## config.mk

```make
export PLATFORM = sky130hd
export DESIGN_NAME = req_arbiter8
export DESIGN_NICKNAME = d
export VERILOG_FILES = /design/src/rtl/req_arbiter8.sv
export SDC_FILE = /design/constraint.sdc
export NUM_CORES = 1
export LEC_CHECK = 0
export ABC_AREA = 1
export CAP_MARGIN = 15
export CORE_ASPECT_RATIO = 1.5
export CORE_MARGIN = 8
export CORE_UTILIZATION = 55
export CTS_CLUSTER_SIZE = 40
export DETAILED_ROUTE_END_ITERATION = 12
export GPL_ROUTABILITY_DRIVEN = 0
export PLACE_DENSITY = 0.77
export SLEW_MARGIN = 20
export SYNTH_ARGS = -nofsm -noshare
export SYNTH_HDL_FRONTEND = slang
export SYNTH_SLANG_ARGS = --single-unit
```

## constraint.sdc

```tcl
create_clock -name clk -period 3.2 [get_ports clk]
set_clock_uncertainty 0.2 [all_clocks]
set_input_delay 0.8 -clock clk [delete_from_list [all_inputs] [get_ports clk]]
set_output_delay 0.8 -clock clk [all_outputs]
set_load 0.05 [all_outputs]
```

## src/rtl/req_arbiter8.sv

```systemverilog
// Eight-way request arbiter: fixed-priority or round-robin grant with hold limit.
// Registered one-hot grant plus encoded index; one idle bubble between owners.
module req_arbiter8 #(
    parameter int MAX_HOLD = 16,
    parameter int HOLD_W   = (MAX_HOLD < 1) ? 1 : $clog2(MAX_HOLD + 1)
) (
    input  logic       clk,
    input  logic       rst_n,
    input  logic       enable,
    input  logic       mode,
    input  logic [7:0] req,
    output logic [7:0] grant,
    output logic [2:0] grant_idx,
    output logic       grant_valid,
    output logic       timeout_pulse
);

    typedef enum logic {IDLE, BUSY} state_t;

    state_t            state, state_nx;
    logic [HOLD_W-1:0] hold, hold_nx;
    logic [2:0]        last_idx, last_nx;
    logic [7:0]        grant_nx;
    logic [2:0]        idx_nx;
    logic              valid_nx;
    logic              to_nx;

    logic [2:0] fix_idx;
    logic [2:0] rr_idx;
    logic [2:0] cand;
    logic [2:0] win_idx;
    logic       owner_req;
    logic       timed_out;

    always_comb begin
        fix_idx = 3'd0;
        for (int i = 0; i < 8; i++) begin
            if (req[i]) fix_idx = 3'(i);
        end
    end

    // Scan down so the nearest index after last_idx is the final writer.
    always_comb begin
        rr_idx = 3'd0;
        cand   = 3'd0;
        for (int k = 8; k >= 1; k--) begin
            cand = last_idx + 3'(k);
            if (req[cand]) rr_idx = cand;
        end
    end

    assign win_idx   = mode ? rr_idx : fix_idx;
    assign owner_req = req[grant_idx];
    assign timed_out = (MAX_HOLD != 0) && (hold == HOLD_W'(MAX_HOLD));

    always_comb begin
        state_nx = state;
        hold_nx  = hold;
        last_nx  = last_idx;
        grant_nx = grant;
        idx_nx   = grant_idx;
        valid_nx = grant_valid;
        to_nx    = 1'b0;
        unique case (state)
            IDLE: begin
                grant_nx = 8'd0;
                idx_nx   = 3'd0;
                valid_nx = 1'b0;
                hold_nx  = '0;
                if (enable && (req != 8'd0)) begin
                    state_nx = BUSY;
                    grant_nx = 8'd1 << win_idx;
                    idx_nx   = win_idx;
                    valid_nx = 1'b1;
                    hold_nx  = HOLD_W'(1);
                    last_nx  = win_idx;
                end
            end
            BUSY: begin
                if (!enable || !owner_req || timed_out) begin
                    state_nx = IDLE;
                    grant_nx = 8'd0;
                    idx_nx   = 3'd0;
                    valid_nx = 1'b0;
                    hold_nx  = '0;
                    to_nx    = enable && owner_req;
                end else if (hold != {HOLD_W{1'b1}}) begin
                    hold_nx = hold + HOLD_W'(1);
                end
            end
            default: state_nx = IDLE;
        endcase
    end

    always_ff @(posedge clk or negedge rst_n) begin
        if (!rst_n) begin
            state         <= IDLE;
            hold          <= '0;
            last_idx      <= 3'd7;
            grant         <= 8'd0;
            grant_idx     <= 3'd0;
            grant_valid   <= 1'b0;
            timeout_pulse <= 1'b0;
        end else begin
            state         <= state_nx;
            hold          <= hold_nx;
            last_idx      <= last_nx;
            grant         <= grant_nx;
            grant_idx     <= idx_nx;
            grant_valid   <= valid_nx;
            timeout_pulse <= to_nx;
        end
    end

endmodule

```

# ---- After elaboration in Yosys (flattened, before gate mapping)
# Index checks and enable logic that the tools add are counted.
# Widths: inputs -> output; s select.
dict set report word_totals {
  reg_bits 22
  out_inout_bits 13
}
dict set report op_classes {
  order_cmp 9
  n_reduce_logical 8
  n_shift 1
  n_addsub 8
  n_mux 51
  bitwise 1
  n_eq_ne 4
}
# op n
set ops {}
lappend ops {{$mux 3} 15}
lappend ops {{$lt 3x4->1 const B} 9}
lappend ops {{$bmux 1 s3} 9}
lappend ops {{$mux 1} 16}
lappend ops {{$mux 8} 2}
lappend ops {{$pmux 8 s2} 1}
lappend ops {{$add 3x3->3 const B} 4}
lappend ops {{$mux 5} 2}
lappend ops {{$pmux 5 s2} 1}
lappend ops {{$reduce_bool 8->1} 1}
lappend ops {{$shl 1x3->8 const A} 1}
lappend ops {{$add 3x2->3 const B} 2}
lappend ops {{$pmux 3 s2} 1}
lappend ops {{$add 5x1->5 const B} 1}
lappend ops {{$eq 5x5->1 const B} 1}
lappend ops {{$ne 5x5->1 const B} 1}
lappend ops {{$mux 2} 2}
lappend ops {{$pmux 1 s2} 2}
lappend ops {{$add 3x1->3 const B} 1}
lappend ops {{$ne 3x1->1 const B} 1}
lappend ops {{$logic_and 1x1->1} 2}
lappend ops {{$logic_not 1->1} 2}
lappend ops {{$logic_or 1x1->1} 2}
lappend ops {{$ne 2x1->1 const B} 1}
lappend ops {{2 further kinds} 2}

# ---- Logic depth before layout (Yosys ltp)
dict set report logic_depth {
  depth_word 14
  ltp_mapped 23
  depth_no_buf 21
}

# ---- Worst setup path after synthesis
# No wires, ideal clock.
dict set report synth_path {
  path_type {register to register}
  from {reg last_idx[0]}
  to {reg grant_idx[0]}
  setup_ns 0.120
  path_slack_ns 0.590
  t_arrival_ns 2.290
  n_path_buf 2
  path_stages_with_launch 21
  synth_period_minus_slack_ns 2.610
  path_cell_list {dfstp_2 > buf_6 > inv_4 > buf_6 > ha_1 > inv_1 > nand3_1 > nand3_2 > nand2_2 > inv_1 > nand2_1 > nand2_1 > nand2_1 > nand2_1 > nand2_1 > nand2_1 > nand3_2 > nand2_2 > inv_2 > nand2_2 > o21ai_2}
}
dict set report synth_via {
  elab_chain_cells 13
  word_cells_on_any_way 34
  cone_classes {add/sub (7); mux (27)}
}
# element line
set synth_lines {}
lappend synth_lines {{from (decl)} 22} ;# logic [2:0] last_idx, last_nx;
lappend synth_lines {{from (signal assigned)} 107} ;# last_idx <= last_nx;
lappend synth_lines {{$add 3x3->3 or $bmux 1 s3 (tied branches)} {47, 48}}
lappend synth_lines {{$bmux 1 s3 or $mux 1 (tied branches)} 48} ;# if (req[cand]) rr_idx = cand;
lappend synth_lines {{$mux 1 (implied by the code) or $mux 3 (tied branches)} 48}
lappend synth_lines {{$mux 3 (6 in series)} 48}
lappend synth_lines {{$mux 3 *} 48}
lappend synth_lines {{$mux 3 *} 52} ;# assign win_idx = mode ? rr_idx : fix_idx;
lappend synth_lines {{$mux 3 *} 70} ;# if (enable && (req != 8'd0)) begin
lappend synth_lines {{$pmux 3 s2 *} 64} ;# unique case (state)
lappend synth_lines {{to (signal assigned)} 109} ;# grant_idx <= idx_nx;
lappend synth_lines {{to (decl)} 13} ;# output logic [2:0] grant_idx,
# Every way passes the cells marked *; elsewhere a longest branch is shown, timed or not. The select of a mux whose other input is x is not followed.
# A chain may end at the register's enable or synchronous reset.

# ---- Worst setup path in the final report
# Ends and elaborated chain as after synthesis.

==> flow_metrics.py <==
metrics = {
    "global_routing": {
        "grt_usage": 0.1703,
        "grt_pass1_vias": 1799,
        "grt_pass1_wl_um": 7576,
        "grt_max_degree": 23,
        "grt_antenna_before_repair": 0,
        "grt-ovfl-total": 0,
    },
    "setup_path": {
        "crit_path_end_kind": "flip-flop",
        "cpPeakStageDelay_ns": 0.65,
        "cp_slowest_cell": "dfstp_2",
        "crit_chain": "inv_4, ha_1, inv_1, nand3_1, nand3_2, nand2_2, inv_1, nand2_1, nand2_1, nand2_1, nand2_1, nand2_1, nand2_1, nand3_2, nand2_2, inv_2, nand2_2, o21ai_2",
        "cp.depth": 18,
        "critPathKind": "reg -> reg",
        "crit_top_cell": "nand2_1",
        "crit_fanout": 12,
        "crit_buf_inv": 4,
        "cp.arrival_ns": 2.89,
        "crit-reg2reg-launch": "last_idx[0]",
        "crit_required_ns": 3.15,
        "reg2reg_depth": 18,
        "critical_path.top_delay_family": "simple AND/OR/NAND/NOR gates",
        "startpoint": "last_idx[0]",
        "start_kind": "flip-flop",
    },
    "yosys": {
        "synth-edff-count": 0,
        "ys_seq_area_frac": 0.3076,
        "async_flop_share": 1.000,
        "avgSynthCellArea_sq_um": 6.799,
        "ys_warn_count": 0,
        "yosys.area.top_type": "dfrtp_1",
        "synth_ff_type": "dfrtp_1",
        "synth_nets": 282,
        "netlist_area_sq_um": 1802,
        "syn_inst": 265,
        "ys_ff_latch": 22,
        "synth_cell_type_count": 30,
        "synthTopCellsByArea": "dfrtp_1 26%, nand2_1 18%, nand3_1 9.2%, nand3_2 6.7%, inv_1 6.7%",
        "yosysTopAreaCellShare": 0.2639,
        "synth_most_common_cell": "nand2_1",
        "ys_top_cells_by_count": "84 x nand2_1, 33 x nand3_1, 32 x inv_1",
    },
    "floorplanning": {
        "fp.dieW_um": 62.73,
        "core_area_sq_um": 3128,
        "ios": 25,
        "die_area_sq_um": 5401,
        "start_util": 0.5760,
        "fp-row-count": 25,
        "die_y_um": 86.10,
    },
    "timing": {
        "layout_min_cycle_time_ns": 2.938,
        "whs_ns": 0.2793,
        "worst_pin_slew_ns": 0.5044,
        "relSlewSlack": 0.6627,
        "maxSlewViolCount": 0,
        "finalCritPeriodShare": 0.9182,
        "rsz0062_at_grt": "false",
        "max_freq_ghz": 0.3403,
        "setup_tns_ns": 0,
        "setup_viol": 0,
        "hold_viol": 0,
    },
    "layout": {
        "area_delta_synth_final_pct": 19.86,
        "seqCellArea_sq_um": 554.3,
        "post-route-util": 0.6904,
        "fillers": 295,
        "antennaDiodeCount": 0,
        "nets": 310,
        "multiInputGateArea_sq_um": 1057,
        "drive_above_1_share": 0.1747,
    },
    "clocking": {
        "cts_tree": "built",
        "cts_setup_buffers": 0,
        "path_clk_slew_ns": 0.08,
        "clkLatencyLatePin_ns": 0.26,
        "cts_root_buf": "clkbuf_8",
        "clock_path_buffers": 2,
        "holdBufCountCts": 0,
        "cts_sinks": 22,
        "h-tree-depth": 1,
        "numCtsBuffers": 3,
        "cts_resized": 0,
    },
    "routing": {
        "wl_per_cell_um": 13.02,
        "drt_wl_total_um": 4323,
        "viasPerCell": 5.220,
        "drc": 0,
        "drtIter0Drc": 77,
        "route.vias.total": 1733,
        "postRouteAntennaNets": 0,
        "dr.pass1.iters": 4,
    },
    "power_and_ir_drop": {
        "clockPowerShare": 0.100,
        "irDropWorstVdd_v": 0.0005790,
        "p_seq_frac": 0.178,
        "combPwrFrac": 0.723,
        "power.share.switching": 0.5509,
        "power.switching_mw": 1.406,
        "leakage_nw": 1.116,
        "p_per_area_nw_per_um2": 1182,
        "p_int_mw": 1.147,
    },
    "hold_path": {
        "holdPathStages": 2,
        "hold_path_class": "reg -> reg",
        "min_from": "grant_valid",
    },
    "place": {
        "io_buffers": 24,
        "dp_hpwl_um": 3520,
    },
    "status": {
        "status": "finished clean",
    },
    "job": {
        "max_cap_viol_count": 0,
    },
}
## power groups by stage
stage / clock network, mW / registers, mW / logic, mW
3_5_place_dp: 0 / 0.457 / 1.84
5_1_grt: 0.268 / 0.467 / 2.08
6_report: 0.254 / 0.454 / 1.85
4_1_cts: 0.260 / 0.453 / 1.84
3_3_place_gp: 0 / 0.457 / 1.81
2_1_floorplan: 0 / 0.581 / 1.33
## layout by cell type, fill, tap and decap left out, types with 2 or more instances in the layout
master / count
buf_4: 2
nand2_2: 15
o21ai_0: 7
clkbuf_8: 3
dfstp_2: 3
dfrtp_1: 19
inv_4: 2
nand3_1: 33
o21ai_2: 3
nor2_1: 9
inv_1: 32
ha_1: 5
nand3_2: 12
inv_2: 4
nand2_1: 84
nor3_1: 4
clkdlybuf4s50_1: 24
a21oi_1: 16
## worst register-to-register path, cell delays in order, from the launching register on
cell	delay [ns]
dfstp_2	0.65
inv_4	0.13
ha_1	0.44
inv_1	0.26
nand3_1	0.17
nand3_2	0.12
nand2_2	0.08
inv_1	0.08
nand2_1	0.05
nand2_1	0.05
nand2_1	0.04
nand2_1	0.05
nand2_1	0.04
nand2_1	0.06
nand3_2	0.08
nand2_2	0.11
inv_2	0.07
nand2_2	0.08
o21ai_2	0.05
## metrics by stage
step	total power [mW]	cell area [sq um]	std cells	setup WS (ns)
after detailed placement	2.296	2088	328	0.2191
after CTS	2.557	2160	332	0.2948
after global placement	2.265	2088	328	0.2826
after global routing	2.811	2160	332	0.04229
after floorplan	1.914	1802	265	0.5896
final	2.553	2160	332	0.2616
## sequential cells by signal (all words and copies together) (netlist names)
register	cells
state	1
grant_idx	3
timeout_pulse	1
last_idx	3
hold	5
grant_valid	1
grant	8
## layout make-up
| class | instances | area share |
|---|---|---|
| Clock buffer | 3 | 0.01912 |
| Clock inverter | 1 | 0.01390 |
| Inverter | 39 | 0.07010 |
| Multi-Input combinational cell | 200 | 0.4896 |
| Sequential cell | 22 | 0.2567 |
| Tap cell | 40 | 0.02317 |
| Timing Repair Buffer | 27 | 0.1275 |
## worst paths after layout
path                                      to  slack [ns]
worst min-delay path             grant_valid        0.28
worst max register to register  grant_idx[0]        0.26
worst max-delay path            grant_idx[0]        0.26
max in group asynchronous        last_idx[0]        1.86
worst min register to register   grant_valid        0.28
min in group asynchronous            hold[2]        0.67
## routing by layer
layer / vias to the layer above / share of wire / GRT usage
met2: 24 / 0.55 / 0.3374
met5: - / 0 / 0
li1: 904 / - / -
met1: 790 / 0.39 / 0.1543
met3: 15 / 0.015 / 0.01825
met4: 0 / 0.046 / 0.1229
## logic make-up (layout without fill, tap and decap cells)
group                    Yosys count  after routing  share of synthesized area
AO/OA/AOI/OAI                     32             32                     0.1090
flip-flops                        22             22                     0.3076
adder cells (fa/ha/maj)            5              5                    0.03472
XOR/XNOR                           2              2                    0.01389
AND/OR/NAND/NOR                  161            161                     0.4292
buffers and inverters             43             70                     0.1055
No activity file was read; power rests on OpenSTA's default activity.
